--- src/rtl/booth_mul_arbiter.sv ---
// booth_mul_arbiter - round-robin shared radix-2 Booth signed multiplier for NREQ requesters.
// Define BOOTH_ARB_FIXED_PRIO_EN for fixed lowest-index priority instead of round-robin.
module booth_mul_arbiter #(
  parameter int SIZE = 8,
  parameter int NREQ = 4,
  parameter int IDW  = 2
) (
  input  logic                 clk,
  input  logic                 rst,
  input  logic [NREQ-1:0]      req,
  input  logic [NREQ*SIZE-1:0] a_in,
  input  logic [NREQ*SIZE-1:0] b_in,
  output logic [NREQ-1:0]      gnt,
  output logic                 busy,
  output logic                 done,
  output logic [IDW-1:0]       done_id,
  output logic [2*SIZE-1:0]    out
);

  localparam int PW = 2*SIZE + 2;
  localparam int CW = $clog2(SIZE + 1);

  typedef enum logic [1:0] {IDLE, CALC, FIN} state_t;

  state_t             state_q;
  logic [SIZE:0]      a_q;
  logic [PW-1:0]      p_q;
  logic [IDW-1:0]     id_q;
  logic [CW-1:0]      cnt_q;
  logic [NREQ-1:0]    gnt_q;
  logic               busy_q;
  logic               done_q;
  logic [IDW-1:0]     done_id_q;
  logic [2*SIZE-1:0]  out_q;
`ifndef BOOTH_ARB_FIXED_PRIO_EN
  logic [IDW-1:0]     last_q;
`endif

  logic [NREQ-1:0]    rot_d;
  logic [IDW:0]       start_d;
  logic [IDW:0]       off_d;
  logic [IDW:0]       sum_idx_d;
  logic               win_found_d;
  logic [IDW-1:0]     win_id_d;
  logic [SIZE-1:0]    a_sel_d;
  logic [SIZE-1:0]    b_sel_d;
  logic [SIZE:0]      acc_d;
  logic [PW-1:0]      p_step_d;

  // Rotate req so the search always starts at bit 0, then map the offset back.
  always_comb begin
`ifdef BOOTH_ARB_FIXED_PRIO_EN
    start_d = '0;
    rot_d   = req;
`else
    if (last_q == IDW'(NREQ-1)) start_d = '0;
    else                        start_d = {1'b0, last_q} + (IDW+1)'(1);
    rot_d = NREQ'({req, req} >> start_d);
`endif
    win_found_d = 1'b0;
    off_d       = '0;
    for (int i = 0; i < NREQ; i++) begin
      if (!win_found_d && rot_d[i]) begin
        win_found_d = 1'b1;
        off_d       = (IDW+1)'(i);
      end
    end
    sum_idx_d = start_d + off_d;
    if (sum_idx_d >= (IDW+1)'(NREQ)) sum_idx_d = sum_idx_d - (IDW+1)'(NREQ);
    win_id_d = IDW'(sum_idx_d);
    a_sel_d  = '0;
    b_sel_d  = '0;
    for (int k = 0; k < NREQ; k++) begin
      if (win_id_d == IDW'(k)) begin
        a_sel_d = a_in[k*SIZE +: SIZE];
        b_sel_d = b_in[k*SIZE +: SIZE];
      end
    end
  end

  // One Booth step: add/sub into the SIZE+1-bit upper half, then arithmetic shift.
  always_comb begin
    acc_d = p_q[PW-1:SIZE+1];
    case (p_q[1:0])
      2'b01:   acc_d = p_q[PW-1:SIZE+1] + a_q;
      2'b10:   acc_d = p_q[PW-1:SIZE+1] - a_q;
      default: acc_d = p_q[PW-1:SIZE+1];
    endcase
    p_step_d = {acc_d[SIZE], acc_d, p_q[SIZE:1]};
  end

  always_ff @(posedge clk or negedge rst) begin
    if (!rst) begin
      state_q   <= IDLE;
      a_q       <= '0;
      p_q       <= '0;
      id_q      <= '0;
      cnt_q     <= '0;
      gnt_q     <= '0;
      busy_q    <= 1'b0;
      done_q    <= 1'b0;
      done_id_q <= '0;
      out_q     <= '0;
`ifndef BOOTH_ARB_FIXED_PRIO_EN
      last_q    <= IDW'(NREQ-1);
`endif
    end else begin
      gnt_q  <= '0;
      done_q <= 1'b0;
      case (state_q)
        IDLE: begin
          if (win_found_d) begin
            gnt_q   <= NREQ'(1) << win_id_d;
            a_q     <= {a_sel_d[SIZE-1], a_sel_d};
            p_q     <= {{(SIZE+1){1'b0}}, b_sel_d, 1'b0};
            id_q    <= win_id_d;
            cnt_q   <= '0;
            busy_q  <= 1'b1;
            state_q <= CALC;
`ifndef BOOTH_ARB_FIXED_PRIO_EN
            last_q  <= win_id_d;
`endif
          end
        end
        CALC: begin
          p_q   <= p_step_d;
          cnt_q <= cnt_q + CW'(1);
          if (cnt_q == CW'(SIZE-1)) state_q <= FIN;
        end
        FIN: begin
          out_q     <= p_q[2*SIZE:1];
          done_id_q <= id_q;
          done_q    <= 1'b1;
          busy_q    <= 1'b0;
          state_q   <= IDLE;
        end
        default: state_q <= IDLE;
      endcase
    end
  end

  assign gnt     = gnt_q;
  assign busy    = busy_q;
  assign done    = done_q;
  assign done_id = done_id_q;
  assign out     = out_q;

endmodule

--- config.mk ---
export PLATFORM = sky130hd
export DESIGN_NAME = booth_mul_arbiter
export DESIGN_NICKNAME = d
export VERILOG_FILES = /design/src/rtl/booth_mul_arbiter.sv
export SDC_FILE = /design/constraint.sdc
export NUM_CORES = 1
export LEC_CHECK = 0
export BUFFER_PORTS_ARGS = -buffer_cell sky130_fd_sc_hd__buf_4
export CAP_MARGIN = 20
export CORE_MARGIN = 2
export CORE_UTILIZATION = 54
export CTS_CLUSTER_SIZE = 20
export DETAILED_ROUTE_END_ITERATION = 6
export PLACE_DENSITY = 0.84
export RECOVER_POWER = 25
export SYNTH_ARGS = -nofsm -noshare
export SYNTH_HDL_FRONTEND = slang
export SYNTH_SLANG_ARGS = --single-unit
--- constraint.sdc ---
create_clock -name clk -period 4.1 [get_ports clk]
set_input_delay 0 -clock clk [delete_from_list [all_inputs] [get_ports clk]]
set_output_delay 0 -clock clk [all_outputs]
set_load 0.02 [all_outputs]
==> results of run 1 <==
## stage by stage
step / setup WS [ns] / hold slack, ns / total power [W]
2_1_floorplan: 1.08 / -0.296 / 0.00342
3_3_place_gp: 1.08 / 0.0966 / 0.00390
3_5_place_dp: 0.890 / 0.0986 / 0.00404
4_1_cts: 0.837 / 0.0976 / 0.00450
5_1_grt: 0.410 / 0.106 / 0.00482
6_report: 0.809 / 0.110 / 0.00444
## placed cells by master (no fill, tap or decap), types with 5 or more instances in the layout
cell type	count
a21oi_1	25
and3_1	8
buf_4	75
clkbuf_1	23
clkbuf_8	10
dfrtp_1	57
ha_1	12
inv_1	8
mux2_2	25
mux2i_1	34
mux4_1	15
nand2_1	19
nand2b_1	5
nand3_1	7
nor2_1	16
nor2b_1	5
nor3_1	5
o21a_1	5
o21ai_0	21
xnor2_1	10
xor2_1	5
## kinds of logic (layout without fill, tap and decap cells)
family / count (synthesis) / after routing / synth area share, %
compound gates: 68 / 68 / 10.6
xor+xnor: 16 / 16 / 4.21
fa+ha+maj: 14 / 14 / 4.84
buf+inv: 28 / 121 / 3.08
flops: 59 / 59 / 39.2
mux: 75 / 75 / 27.2
simple gates: 78 / 78 / 10.8
## cells in the mapped netlist (2+ instances only)
cell type and instances:
xnor2_1 10, and3_1 8, nor2b_1 5, a21oi_1 25
dfstp_2 2, a211oi_1 2, clkbuf_1 18, dfrtp_1 57
nor2_1 16, o31ai_1 2, mux4_1 15, a31oi_1 3
o21a_1 5, inv_1 8, nand3_1 7, ha_1 13
o21ai_0 21, nor3b_1 2, xor2_1 5, mux2i_1 34
or3_1 2, nor4_1 2, nor3_1 5, nand2b_1 5
nand2_1 19, mux2_2 25
## critical path: cells and delay by family, from the launching register on
family,cells,cell delay [ns]
DFF,1,0.56
adders and majority gates,2,0.91
and+or+nand+nor,2,0.16
AOI/OAI and AO/OA,7,1.20
muxes,1,0.34
## how the worst min path moves through the flow
stage	startpoint	endpoint	cells past startpoint
after floorplan	rst	a_q[0]	0
after global placement	rst	out[3]	1
after detailed placement	rst	out[4]	1
after CTS	a_in[11]	a_q[3]	3
after global routing	a_in[11]	a_q[3]	3
final	a_in[8]	a_q[0]	3
## timing repair
item,CTS,global route
endpoints found under the hold margin,58,0
hold buffers,2,0
setup endpoints to repair,0,0
## layer usage
layer / track usage [%] / wire, um / up-vias
met5: 0 / 0 / -
met4: 8.53 / 184 / 0
met3: 4.15 / 360 / 17
met2: 37.0 / 4040 / 93
met1: 29.0 / 3530 / 1450
li1: - / - / 1439
## area by class of cell
cell class / count / area share [%]
Multi-Input combinational cell: 251 / 47.1
Sequential cell: 59 / 31.9
Timing Repair Buffer: 98 / 14.3
Clock buffer: 12 / 3.13
Tap cell: 96 / 2.59
Inverter: 8 / 0.648
Clock inverter: 3 / 0.324
## state kept, by name, summed over array words and instances, names as in the netlist, 2 cells and up
name     flops
out         16
gnt          4
p_q         17
cnt_q        4
a_q          8
state_q      2
done_id      2
id_q         2
last_q       2
## power breakdown
group / internal [W] / switching, W / leakage (nW)
Clock: 0.000229 / 0.000206 / 0.0860
Sequential: 0.000855 / 0.000219 / 0.682
Combinational: 0.00144 / 0.00150 / 1.28
Total: 0.00252 / 0.00192 / 2.05
==> flow_summary.toml, run 1 <==
[clock_tree]
path_clk_slew_ns = 0.06
clock_latency_ns = 0.33
post_cts_buffers = 0
h-tree-depth = 3
clockBufferDepth = 2
cts-resized-gates = 0
numCtsBuffers = 9
cts_root_buf = "clkbuf_8"
cts_tree = "built"
clkSinkCount = 59

[yosys]
syn_area_um2 = 3770
postSynthAreaPerCell_um2 = 11.2
syn-num-nets = 422
synthCells = 338
synth_top_area_share_pct = 37.8
ys_warn_count = 0
synth_ff_type = "dfrtp_1"
async_flop_share_pct = 100
yosysSeqAreaShare_pct = 39.2
synth_area_leader_cell = "dfrtp_1"
yosys-top-cells-area = "dfrtp_1 38%, mux4_1 10%, mux2i_1 9.0%"
yosysUniqueCellTypes = 48
synth_edf_count = 0
synth-seq-cells = 59

[floorplanning]
fp.dieW_um = 87.6
core_area_um2 = 6790
pin_count = 94
start_util_pct = 55.5
die_h_um = 87.6
rows = 30
dieArea_um2 = 7670

[placement]
gp_congestion = 0.874
io_buffer_count = 93
dpl.hpwl_um = 6030
dpl_cell_area_um2 = 4520
post-place-cells = 509

[detailed_routing]
viasPerCell = 5.69
wl_per_cell_um = 15.4
firstDrtPassIters = 4
vias = 2999
wl_um = 8120
ant_nets = 0
drt-initial-drc-count = 162
drcViolationCount = 0

[finish]
fin_cells = 527
multiInputGateArea_um2 = 2180
nets = 511
areaGrowthSynthToFinish_pct = 22.7
finalInstanceArea_um2 = 4630
fin_util_pct = 68.2
nFillCells = 520
n_antenna_cell = 0
drive_above_1_share_pct = 28.8
register_area_um2 = 1480

[grt]
grt_use_total_pct = 22.2
grt_max_degree = 60
antenna_found_initial = 0
grt_overflow = 0
grt_pass1_vias = 2908
grt_pass1_wl_um = 13200

[power]
leakagePower_nw = 2.05
ir_worst_vdd_mv = 0.832
pwr_density_cell_nw_per_um2 = 959

[sta]
tightest_slew_ns = 3.10
timing_hold_violations_final = 0
finClkSkew_ns = 0.00892
finalSetupTns_ns = 0
slew_violations = 60
finalCritPeriodShare_pct = 80.3
rsz0062_at_grt = "no"
min_period_ns = 3.29
slew_headroom_pct = -106
fmax_mhz = 304
setup_violations = 0

[worst_setup_path]
path_common_cell = "a21oi_1"
crit_slowest_cell = "ha_2"
r2r.worst_path.cells = 12
r2r-start = "last_q[0]"
worstSetupEndpointType = "flip-flop"
arrival_ns = 3.50
critical_path.max_fanout = 23
start_kind = "flip-flop"
worstPathRequired_ns = 4.31
critical_path.endpoint = "p_q[8]"
rrSetupSlack_ns = 0.81
cpPeakStageDelay_ns = 0.66
path_cells = "ha_1 -> nand2_1 -> a21oi_1 -> nor2_1 -> a211oi_1 -> a21oi_1 -> ha_2 -> mux2i_1 -> o21ai_0 -> a22oi_1 -> o2111ai_1 -> o311a_1"
critPathKind = "flip-flop to flip-flop"
r2r_end = "p_q[8]"
critPathLaunch = "last_q[0]"

[job]
cap_violations = 1

[outcome]
violations = "max-capacitance violations, max-slew violations"
status = "complete, but fails checks"

[min_path]
hp-class = "primary input to flip-flop"
No activity file was read; power rests on OpenSTA's default activity.
==> run 2, diff against run 1 <==
CORE_UTILIZATION = 49   (was 54)
PLACE_DENSITY = 0.8   (was 0.84)
clock period = 2.7 ns   (was 4.1 ns; I/O delays follow)
==> run 2 against run 1 <==
  * The run now ends clean
  * Global-route usage decreased by 1.4 points
  * Utilization shrank 1.6 points
  * First-iteration DRC count unchanged
  * Largest power group unchanged
  * Highest routed layer unchanged
==> flow_summary.toml, run 2 (synthesized netlist as in run 1, its figures left out) <==
[worst_setup_path]
critical_path.endpoint = "a_q[7]"
r2r.worst_path.cells = 10
critPathKind = "flip-flop to flip-flop"
critical_path.max_fanout = 5
cpPeakStageDelay_ns = 0.56
arrival_ns = 2.85
critPathBufInv = 1
rrSetupSlack_ns = 0.06
crit_slowest_cell = "dfstp_2"
worstSetupEndpointType = "flip-flop"
start_kind = "flip-flop"
r2r-start = "last_q[0]"
worstPathRequired_ns = 2.92
cp.depth = 10
critPathLaunch = "last_q[0]"
crit_family = "multiplexers"
path_cells = "ha_4 -> nand2_1 -> a21oi_2 -> nor2_1 -> a21oi_1 -> a21oi_2 -> ha_4 -> buf_6 -> mux4_1 -> mux2_2"
r2r_end = "a_q[7]"

[finish]
final_cell_mix = "87 x buf_4, 57 x dfrtp_1, 32 x mux2i_1"
n_antenna_cell = 0
drive_above_1_share_pct = 36.1
areaGrowthSynthToFinish_pct = 30.0
fin_cells = 548
regMostFlops = "p_q"
nFillCells = 611
fin_util_pct = 66.6
largest_register_ffs = 17
nets = 529
layout.cells.most_common = "buf_4"

[sta]
finClkSkew_ns = 0.00787
fin_ws_ns = 0.0647
setup_violations = 0
slew_headroom_pct = 5.89
timing_hold_violations_final = 0
tightest_slew_ns = 1.41
finalCritPeriodShare_pct = 97.6
slew_violations = 0
min_period_ns = 2.64
rsz0062_at_grt = "yes"
fmax_mhz = 379

[clock_tree]
path_clk_slew_ns = 0.07
clockBufferDepth = 2
cts_tree = "built"
numCtsBuffers = 9
clkSinkCount = 59
clock_latency_ns = 0.33
cts_root_buf = "clkbuf_8"
h-tree-depth = 3

[job]
cap_violations = 0

[placement]
gp_congestion = 0.874
post-place-cells = 525
dpl_worst_slack_ns = -0.0994
dpl.hpwl_um = 6350
io_buffer_count = 93

[power]
leakagePower_nw = 2.16
ir_worst_vdd_mv = 1.34
total_power_w = 0.00773
pwr_density_cell_nw_per_um2 = 1570

[detailed_routing]
ant_nets = 0
wl_per_cell_um = 15.9
drt-initial-drc-count = 162
viasPerCell = 5.59
firstDrtPassIters = 4
drcViolationCount = 0
wl_um = 8730
vias = 3064

[grt]
grt_pass1_vias = 3003
grt_use_total_pct = 20.8
grt_pass1_wl_um = 14100
grt_max_degree = 60
grt_overflow = 0
antenna_found_initial = 0

[floorplanning]
fp.dieW_um = 91.8
die_h_um = 91.8
start_util_pct = 51.2
pin_count = 94
core_area_um2 = 7370
dieArea_um2 = 8420
rows = 31

[outcome]
status = "complete, no violations"

[min_path]
hp-class = "primary input to flip-flop"
[run 2: cell count changes in the layout (fill, tap and decap cells not counted), sizes merged]
cell         before  now
dlygate4sd3       2    1
clkbuf           33   36
clkinv            3    2
buf              75   92
[run 2: what timing repair did]
action / in CTS / in global routing
endpoints found under the setup margin: 9 / 18
endpoints found under the hold margin: 57 / 0
buffers inserted: 0 / 7
hold buffers: 1 / 0
pin swaps: 0 / 14
gates resized for setup: 1 / 28
[run 2: report_power, final]
group	internal, W	switching (W)	total (W)
clock network	0.000400	0.000326	0.000726
logic	0.00284	0.00255	0.00539
registers	0.00130	0.000312	0.00161
total	0.00454	0.00319	0.00773
[run 2: routing by layer]
layer / GRT usage [%] / wire (um)
met4: 7.34 / 157
met3: 3.37 / 333
met1: 28.0 / 3770
met5: 0 / 0
met2: 34.3 / 4460
[run 2: worst min-delay path by stage]
stage / endpoint / cells past startpoint / slack [ns] / start
floorplan: a_q[0] / 0 / -0.30 / rst
global placement: done / 1 / 0.1 / rst
detailed placement: done / 1 / 0.11 / rst
CTS: a_q[5] / 3 / 0.09 / a_in[21]
global route: a_q[5] / 3 / 0.10 / a_in[21]
finish: a_q[5] / 3 / 0.1 / a_in[21]
[run 2: worst reg2reg max path: cells and delay by family, from the launching register on]
kind / cells / cell delay (ns)
compound gates: 3 / 0.39
flops: 1 / 0.56
buf+inv: 1 / 0.13
fa+ha+maj: 2 / 0.49
mux: 2 / 0.83
simple gates: 2 / 0.14
[run 2: layout make-up]
cell class	count	area (um2)	share of cell area, %
inverter	8	30.0	0.612
timing repair buffer	116	825	16.8
clock inverter	2	10.0	0.204
clock buffer	13	169	3.44
multi-input combinational	251	2270	46.3
sequential	59	1480	30.1
tap	99	124	2.52
[run 2: per-stage QoR]
| stage | instance area [um2] | hold WS [ns] | setup TNS [ns] |
|---|---|---|---|
| final | 4910 | 0.0978 | 0 |
| after global routing | 4910 | 0.104 | -0.496 |
| after CTS | 4850 | 0.0933 | 0 |
| after detailed placement | 4650 | 0.107 | -0.551 |
| after global placement | 4650 | 0.0974 | 0 |
| after floorplan | 3800 | -0.296 | 0 |
